--- config.mk ---
export PLATFORM = sky130hd
export DESIGN_NAME = arashi_dispatch
export DESIGN_NICKNAME = d
export VERILOG_FILES = /design/src/rtl/arashi_pkg.sv /design/src/rtl/arashi_thread_fifo.sv /design/src/rtl/arashi_dispatch.sv
export SDC_FILE = /design/constraint.sdc
export NUM_CORES = 1
export LEC_CHECK = 0
export CORE_ASPECT_RATIO = 1.5
export CORE_MARGIN = 2
export CORE_UTILIZATION = 55
export DETAILED_ROUTE_END_ITERATION = 8
export MAX_ROUTING_LAYER = met4
export PLACE_DENSITY_LB_ADDON = 0.25
export SLEW_MARGIN = 30
export SYNTH_ARGS = -nofsm -noshare
export SYNTH_HDL_FRONTEND = slang
export SYNTH_SLANG_ARGS = --single-unit
--- constraint.sdc ---
create_clock -name clk -period 7.3 [get_ports clk]
set_input_delay 1.46 -clock clk [delete_from_list [all_inputs] [get_ports clk]]
set_output_delay 1.46 -clock clk [all_outputs]
set_load 0.1 [all_outputs]
--- src/rtl/arashi_pkg.sv ---
// Shared definitions for the arashi thread fan-out/fan-in path.
package arashi_pkg;

  // Default thread-count geometry shared with the merge-side cache/arbiter.
  localparam int THREAD_NUM_WIDTH_DEF = 2;

  // Thread count from its log2 width.
  function automatic int thread_num(input int width);
    return 1 << width;
  endfunction

  localparam int THREAD_NUM_DEF = thread_num(THREAD_NUM_WIDTH_DEF);

  // Thread id at the default geometry.
  typedef logic [THREAD_NUM_WIDTH_DEF-1:0] thread_id_t;

endpackage

--- src/rtl/arashi_thread_fifo.sv ---
// Per-thread show-ahead FIFO: the head entry is always presented on data_out.
module arashi_thread_fifo
  import arashi_pkg::*;
#(
  parameter int DATA_WIDTH  = 32,
  parameter int DEPTH_WIDTH = 2
) (
  input  logic                  clk,
  input  logic                  rst,
  input  logic                  w_ena,
  input  logic                  r_ena,
  input  logic [DATA_WIDTH-1:0] data_in,
  output logic [DATA_WIDTH-1:0] data_out,
  output logic                  avail,
  output logic                  full,
  output logic                  underflow
);

  localparam int DEPTH = 1 << DEPTH_WIDTH;

  logic [DATA_WIDTH-1:0]  mem [DEPTH];
  logic [DEPTH_WIDTH-1:0] wr_ptr;
  logic [DEPTH_WIDTH-1:0] rd_ptr;
  logic [DEPTH_WIDTH:0]   count;
  logic                   push;
  logic                   pop;

  assign full      = (count == (DEPTH_WIDTH+1)'(DEPTH));
  assign avail     = (count != '0);
  // A push onto a full FIFO is dropped; the top never issues one anyway.
  assign push      = w_ena && !full;
  // A pop on an empty FIFO is ignored and only reported.
  assign pop       = r_ena && avail;
  assign underflow = r_ena && !avail;
  assign data_out  = mem[rd_ptr];

  // Pointer and occupancy bookkeeping; pointers wrap naturally modulo DEPTH.
  always_ff @(posedge clk) begin
    if (rst) begin
      wr_ptr <= '0;
      rd_ptr <= '0;
      count  <= '0;
    end else begin
      if (push) wr_ptr <= wr_ptr + 1'b1;
      if (pop)  rd_ptr <= rd_ptr + 1'b1;
      case ({push, pop})
        2'b10:   count <= count + 1'b1;
        2'b01:   count <= count - 1'b1;
        default: count <= count;
      endcase
    end
  end

  // Storage array; contents need no reset since count gates visibility.
  always_ff @(posedge clk) begin
    if (push) mem[wr_ptr] <= data_in;
  end

endmodule

--- src/rtl/arashi_dispatch.sv ---
// Single-stream to multi-thread distributor: steers tagged words into per-thread FIFOs.
module arashi_dispatch
  import arashi_pkg::*;
#(
  parameter int DATA_WIDTH       = 32,
  parameter int THREAD_NUM_WIDTH = 2,
  parameter int DEPTH_WIDTH      = 2
) (
  input  logic                                        clk,
  input  logic                                        rst,
  input  logic                                        in_valid,
  input  logic [THREAD_NUM_WIDTH-1:0]                 in_thread_id,
  input  logic [DATA_WIDTH-1:0]                       data_in,
  output logic                                        in_ready,
  input  logic [(1<<THREAD_NUM_WIDTH)-1:0]            r_ena,
  output logic [(1<<THREAD_NUM_WIDTH)-1:0]            avail,
  output logic [DATA_WIDTH*(1<<THREAD_NUM_WIDTH)-1:0] data_out,
  output logic                                        idle,
  output logic                                        underflow_err
);

  localparam int THREAD_NUM = thread_num(THREAD_NUM_WIDTH);

  logic [THREAD_NUM-1:0] full;
  logic [THREAD_NUM-1:0] w_ena;
  logic [THREAD_NUM-1:0] underflow;
  logic                  push_ok;

  // Ready depends only on the selected thread's registered fullness, never on r_ena.
  assign in_ready = !full[in_thread_id] && !rst;
  assign push_ok  = in_valid && in_ready;
  assign idle     = ~|avail;

  for (genvar i = 0; i < THREAD_NUM; i++) begin : g_thr
    assign w_ena[i] = push_ok && (in_thread_id == THREAD_NUM_WIDTH'(i));

    arashi_thread_fifo #(
      .DATA_WIDTH  (DATA_WIDTH),
      .DEPTH_WIDTH (DEPTH_WIDTH)
    ) u_fifo (
      .clk       (clk),
      .rst       (rst),
      .w_ena     (w_ena[i]),
      .r_ena     (r_ena[i]),
      .data_in   (data_in),
      .data_out  (data_out[DATA_WIDTH*i +: DATA_WIDTH]),
      .avail     (avail[i]),
      .full      (full[i]),
      .underflow (underflow[i])
    );
  end

  // Sticky underflow flag, cleared only by reset.
  always_ff @(posedge clk) begin
    if (rst)             underflow_err <= 1'b0;
    else if (|underflow) underflow_err <= 1'b1;
  end

endmodule
==> results.cfg, run 1 <==
[timing]
finalCriticalPeriod_ps = 5111
tns_ps = 0
hold_ws_ps = 496.2
drv_slew = 0
rsz0062_at_grt = false
max_clock_freq_mhz = 195.7
skew_ps = 16.27
slew_headroom_pct = 30.67
tightest_slew_ps = 1037
finalSetupViolCount = 0
finalCritPeriodShare_pct = 70.01
hold_violations = 0
setup_ws_ps = 2189

[drt]
routed_via_density = 5.891
avgRoutedWirePerCell_um = 26.15
drt_wl_total_um = 41990
highest_layer = met4
drt-met1-wl_um = 16140
drtIter0Drc = 784
ant_nets = 0
dr.pass1.iters = 5
drc_errors = 0
wl_met2_um = 22910
vias = 9461
wl_met3_um = 1891

[synth]
seq_area_frac_synth_pct = 78.58
syn_nets = 963
synth_edf_count = 512
synth.distinct_cells = 43
synth.avg_cell_area_um2 = 22.84
syn_area_um2 = 20510
async_flop_share_pct = 0
synth_warnings = 0
synth_ff_type = edfxtp_1
synthCells = 898
synth-seq-cells = 549

[cells_and_area]
drive_gt1_share_pct = 20.59
ff_latch_area_um2 = 16140
nets = 1151
multiInputGateArea_um2 = 4133
syn2layout_area_growth_pct = 17.93
antenna_cells = 0
fill_cells = 2443

[clock_tree]
cts_resized = 0
clkTransAtPathRegs_ps = 60
cts_tree = built
htreeDepth = 2
cts.sinks = 549
cts-buffers-inserted = 47
postCtsSetupBuffers = 0
clk_latency_ps = 560
cts_hold_buf = 0
clockBufferDepth = 3
cts_root_buffer = clkbuf_16

[worst_setup_path]
cp_slowest_cell = clkdlybuf4s50_1
path_class = primary input to output pin
cp-start-kind = primary input
crit_chain = clkdlybuf4s50_1 > nand2b_1 > o221ai_1 > a21oi_1 > clkdlybuf4s50_1
r2r-end = g_thr[2].u_fifo.count[2]
slowest_delay_ps = 1140
r2r_slack_ps = 4860
arrival_ps = 3650
endpoint_kind = output pin
r2r-start = g_thr[2].u_fifo.count[0]
cp.buffers_inverters = 2
crit_top_cell = clkdlybuf4s50_1
crit_fanout = 10
cp_top_family = buffers and inverters
required_ps = 5840
rr_worst_depth = 8

[worst_hold_path]
hold_path_class = flip-flop to flip-flop
holdPathStages = 2
hp-start = g_thr[2].u_fifo.wr_ptr[0]
hold_end = g_thr[2].u_fifo.wr_ptr[0]

[power_and_ir_drop]
vdd.ir_drop.worst_mv = 0.2756
power_density_nw_per_um2 = 283.8
p_leak_nw = 7.580

[global_route]
grt_pass1_vias = 9855
grt_pass1_wl_um = 61400
overflow = 0
grt_usage_pct = 22.56
grt_antenna_before_repair = 0
grt_max_degree = 41

[floorplan]
die_y_um = 240.5
ios = 176
dieWidth_um = 161.7
die_area_um2 = 38880
coreArea_um2 = 36800
start_util_pct = 55.73
rows = 86

[job]
max-cap-violations = 0

[place]
portBuffers = 175
dpl_worst_slack_ps = 2178
place_hpwl_um = 23100
gp_congestion = 0.7278

[status]
outcome = complete, no violations
[cell usage in the layout, fill, tap and decap left out, types with 2 or more instances in the layout]
master	netlist	final
a21oi_1	12	12
and3_2	4	2
and3_4	0	14
buf_2	6	5
buf_4	16	5
bufinv_16	0	3
clkbuf_1	7	9
clkbuf_16	0	47
clkdlybuf4s50_1	0	170
clkinv_1	0	13
clkinv_2	0	9
clkinvlp_4	0	2
dfxtp_1	37	29
dfxtp_2	0	4
dfxtp_4	0	4
edfxtp_1	512	512
fa_1	4	4
ha_1	20	20
inv_1	25	25
mux2i_1	4	4
mux4_2	128	128
nand2_1	2	2
nand3_1	8	8
nor2_1	24	24
nor3_1	2	2
nor3b_1	3	3
o21ai_0	8	8
o21ai_1	2	2
o311ai_0	4	4
o31ai_1	5	5
or3_1	5	5
or3b_1	4	4
xnor2_1	3	3
xor2_1	13	13
[cell families (layout without fill, tap and decap cells)]
group | count (synthesis) | after routing | share of synthesized area (%)
buffers and inverters | 67 | 291 | 1.592
and+or+nand+nor | 75 | 75 | 2.197
AOI/OAI and AO/OA | 35 | 35 | 1.080
xor gates and xnor gates | 16 | 16 | 0.6834
DFF | 549 | 549 | 78.58
muxes | 132 | 132 | 14.25
adders and majority gates | 24 | 24 | 1.611
[metal layers]
layer / up-vias / track usage, %
met2: 282 / 39.85
met3: 61 / 2.812
met5: - / -
met4: 0 / 6.704
li1: 4090 / -
met1: 5028 / 27.60
[worst max-delay path by stage]
stage / start / end / slack, ps / cells after the start
floorplan: g_thr[0].u_fifo.count[0] / idle / 2170 / 2
global placement: in_thread_id[1] / in_ready / 2220 / 5
detailed placement: in_thread_id[1] / in_ready / 2180 / 5
CTS: in_thread_id[1] / in_ready / 2180 / 5
global route: in_thread_id[1] / in_ready / 2130 / 5
finish: in_thread_id[1] / in_ready / 2190 / 5
[registers in the layout, indices dropped and copies added, names as in the netlist, named ones only]
signal and cells:
g_thr.u_fifo.count 12, g_thr.u_fifo.wr_ptr 8, g_thr.u_fifo.rd_ptr 8, g_thr.u_fifo.mem 512, underflow_err 1
[where the power goes]
| part | total [mW] | internal [mW] | switching (mW) |
|---|---|---|---|
| combinational | 1.01 | 0.272 | 0.738 |
| sequential | 3.50 | 3.47 | 0.0283 |
| clock | 2.36 | 1.30 | 1.06 |
[worst min-delay path, cell delays in order (launching register included)]
cell,delay (ps)
dfxtp_1,340
nand2_1,70
o21ai_1,50
[Yosys cell counts (3+ instances only)]
cell	count	area [um2]
buf_1	12	45.04
or3b_1	4	35.03
xnor2_1	3	26.28
nand3_1	8	40.04
nor3b_1	3	22.52
ha_1	20	250.2
and3_2	4	30.03
buf_2	6	30.03
o31ai_1	5	37.54
buf_4	16	120.1
a21oi_1	12	60.06
inv_1	25	93.84
edfxtp_1	512	15370
o311ai_0	4	35.03
xor2_1	13	113.9
mux4_2	128	2883
fa_1	4	80.08
and3_1	12	75.07
dfxtp_1	37	740.7
nor2_1	24	90.09
clkbuf_1	7	26.28
or3_1	5	31.28
mux2i_1	4	40.04
o21ai_0	8	40.04
[final cells by class]
type	instances	area share (%)
clock buffer	57	5.060
timing repair buffer	181	7.378
multi-input combinational	282	17.09
clock inverter	28	0.8589
tap	484	2.504
sequential	549	66.72
inverter	25	0.3880
[stage by stage]
| stage | util [%] | instances | total power, mW | cell area [um2] |
|---|---|---|---|---|
| after global placement | 61.67 | 1520 | 4.574 | 22690 |
| after CTS | 65.68 | 1606 | 6.913 | 24170 |
| after floorplan | - | 898 | 4.336 | 20510 |
| final | 65.71 | 1606 | 6.862 | 24180 |
| after detailed placement | 61.79 | 1521 | 4.581 | 22740 |
| after global routing | 65.71 | 1606 | 7.040 | 24180 |
(Power assumes the default switching activity.)
==> inputs of run 2 (changes only) <==
==> constraint.sdc (replaced) <==
create_clock -name clk -period 4.86 [get_ports clk]
set_input_delay 0.972 -clock clk [delete_from_list [all_inputs] [get_ports clk]]
set_output_delay 0.972 -clock clk [all_outputs]
set_load 0.1 [all_outputs]
==> run 2 against run 1 <==
Net effect: sequential cell count did not move; largest cell class unchanged; non-clock buffer count increased by 8; final area up 0.18%; wire length increased by 0.22%; die area stayed put; clock-buffer cell count grew 1; critical path type is now flip-flop to output pin.
==> results.cfg, run 2 (same netlist as run 1, synthesis figures left out) <==
[status]
outcome = complete, no violations

[global_route]
grt_pass1_vias = 9954
grt_usage_pct = 22.98
grt_pass1_wl_um = 62560
grt_max_degree = 33
overflow = 0
grt_antenna_before_repair = 0

[cells_and_area]
mostFrequentLayoutCell = edfxtp_1
top_regs = g_thr.u_fifo.mem x512, g_thr.u_fifo.count x12
regMostFlops = g_thr.u_fifo.mem
drive_gt1_share_pct = 22.05
syn2layout_area_growth_pct = 18.14
final_area_um2 = 24230
antenna_cells = 0
nets = 1160
mostFrequentLayoutCells = edfxtp_1 (512), clkdlybuf4s50_1 (158), mux4_2 (128)
utilization_pct = 65.83
fin_cells = 1618
largest_reg_flops = 512

[worst_setup_path]
cp-start-kind = flip-flop
arrival_ps = 3190
crit_chain = buf_4 > mux4_2 > clkdlybuf4s50_1
cp_slowest_cell = clkdlybuf4s50_1
slowest_delay_ps = 1000
required_ps = 3890
endpoint_kind = output pin
crit_fanout = 14
rr_worst_depth = 8
path_class = flip-flop to output pin

[floorplan]
rows = 86
start_util_pct = 55.73
dieWidth_um = 161.7
die_area_um2 = 38880
die_y_um = 240.5
ios = 176
coreArea_um2 = 36800

[timing]
rsz0062_at_grt = false
drv_slew = 0
max_clock_freq_mhz = 240.1
skew_ps = 19.68
tightest_slew_ps = 1034
tns_ps = 0
slew_headroom_pct = 30.82
finalCriticalPeriod_ps = 4165
finalCritPeriodShare_pct = 85.69
finalSetupViolCount = 0
hold_violations = 0

[clock_tree]
cts_hold_buf = 0
cts_resized = 0
cts-buffers-inserted = 48
clk_latency_ps = 570
cts_root_buffer = clkbuf_16
cts_tree = built
cts.sinks = 549
clkTransAtPathRegs_ps = 60
postCtsSetupBuffers = 0
htreeDepth = 2
clockBufferDepth = 3

[worst_hold_path]
hold_path_class = flip-flop to flip-flop
holdPathStages = 2

[place]
gp_congestion = 0.7759
place_hpwl_um = 24700
portBuffers = 175
dp.cells = 1529
dpl_cell_area_um2 = 22780

[drt]
drt_wl_total_um = 42080
ant_nets = 0
vias = 9574
drc_errors = 0
dr.pass1.iters = 6
avgRoutedWirePerCell_um = 26.01
routed_via_density = 5.917
drtIter0Drc = 827

[power_and_ir_drop]
vdd.ir_drop.worst_mv = 0.4153
p_leak_nw = 7.647
total_power_mw = 10.32
power_density_nw_per_um2 = 425.8

[job]
max-cap-violations = 0
## run 2: changes by cell type in the layout (fill, tap and decap cells not counted), sizes merged
cell | before | now
buf | 11 | 31
clkbuf | 57 | 58
bufinv | 3 | 2
clkdlybuf4s50 | 170 | 158
clkinv | 22 | 26
## run 2: per-layer routing
metal  global-route usage (%)  share of wire (%)
met1                    28.77                 38
met2                    40.09                 54
met3                    3.088                5.7
met4                    6.061                2.2
met5                        -                  0
## run 2: worst max-delay path: cells and delay by family, from the launching register on
family                 cells  cell delay (ps)
multiplexers               1              580
buffers and inverters      2             1410
flip-flops                 1              630
## run 2: final cells by class
cell class,count,area (um2)
clock inverter,31,201.4
clock buffer,58,1239
inverter,25,93.84
multi-input combinational,282,4118
sequential,549,16130
timing repair buffer,189,1839
tap,484,605.6
fill,2426,12570
## run 2: per-stage QoR
stage	hold WS [ps]	worst slack, ps
after CTS	517.9	608.4
after floorplan	462.3	220.8
after detailed placement	509.0	1096
final	519.1	695.4
after global placement	498.5	1209
after global routing	557.3	504.2
## run 2: final timing paths
path              slack [ps]                 startpoint                   endpoint
hold / removal           520  g_thr[2].u_fifo.wr_ptr[0]  g_thr[2].u_fifo.wr_ptr[0]
setup / recovery         700                  flip-flop               data_out[67]
setup reg to reg        2490   g_thr[2].u_fifo.count[0]   g_thr[2].u_fifo.count[2]
hold reg to reg          520  g_thr[2].u_fifo.wr_ptr[0]  g_thr[2].u_fifo.wr_ptr[0]
## run 2: power breakdown
group | internal (mW) | total [mW] | leakage (nW) | switching [mW]
Sequential | 5.21 | 5.27 | 4.92 | 0.0643
Combinational | 0.417 | 1.51 | 2.03 | 1.09
Clock | 1.92 | 3.53 | 0.701 | 1.61
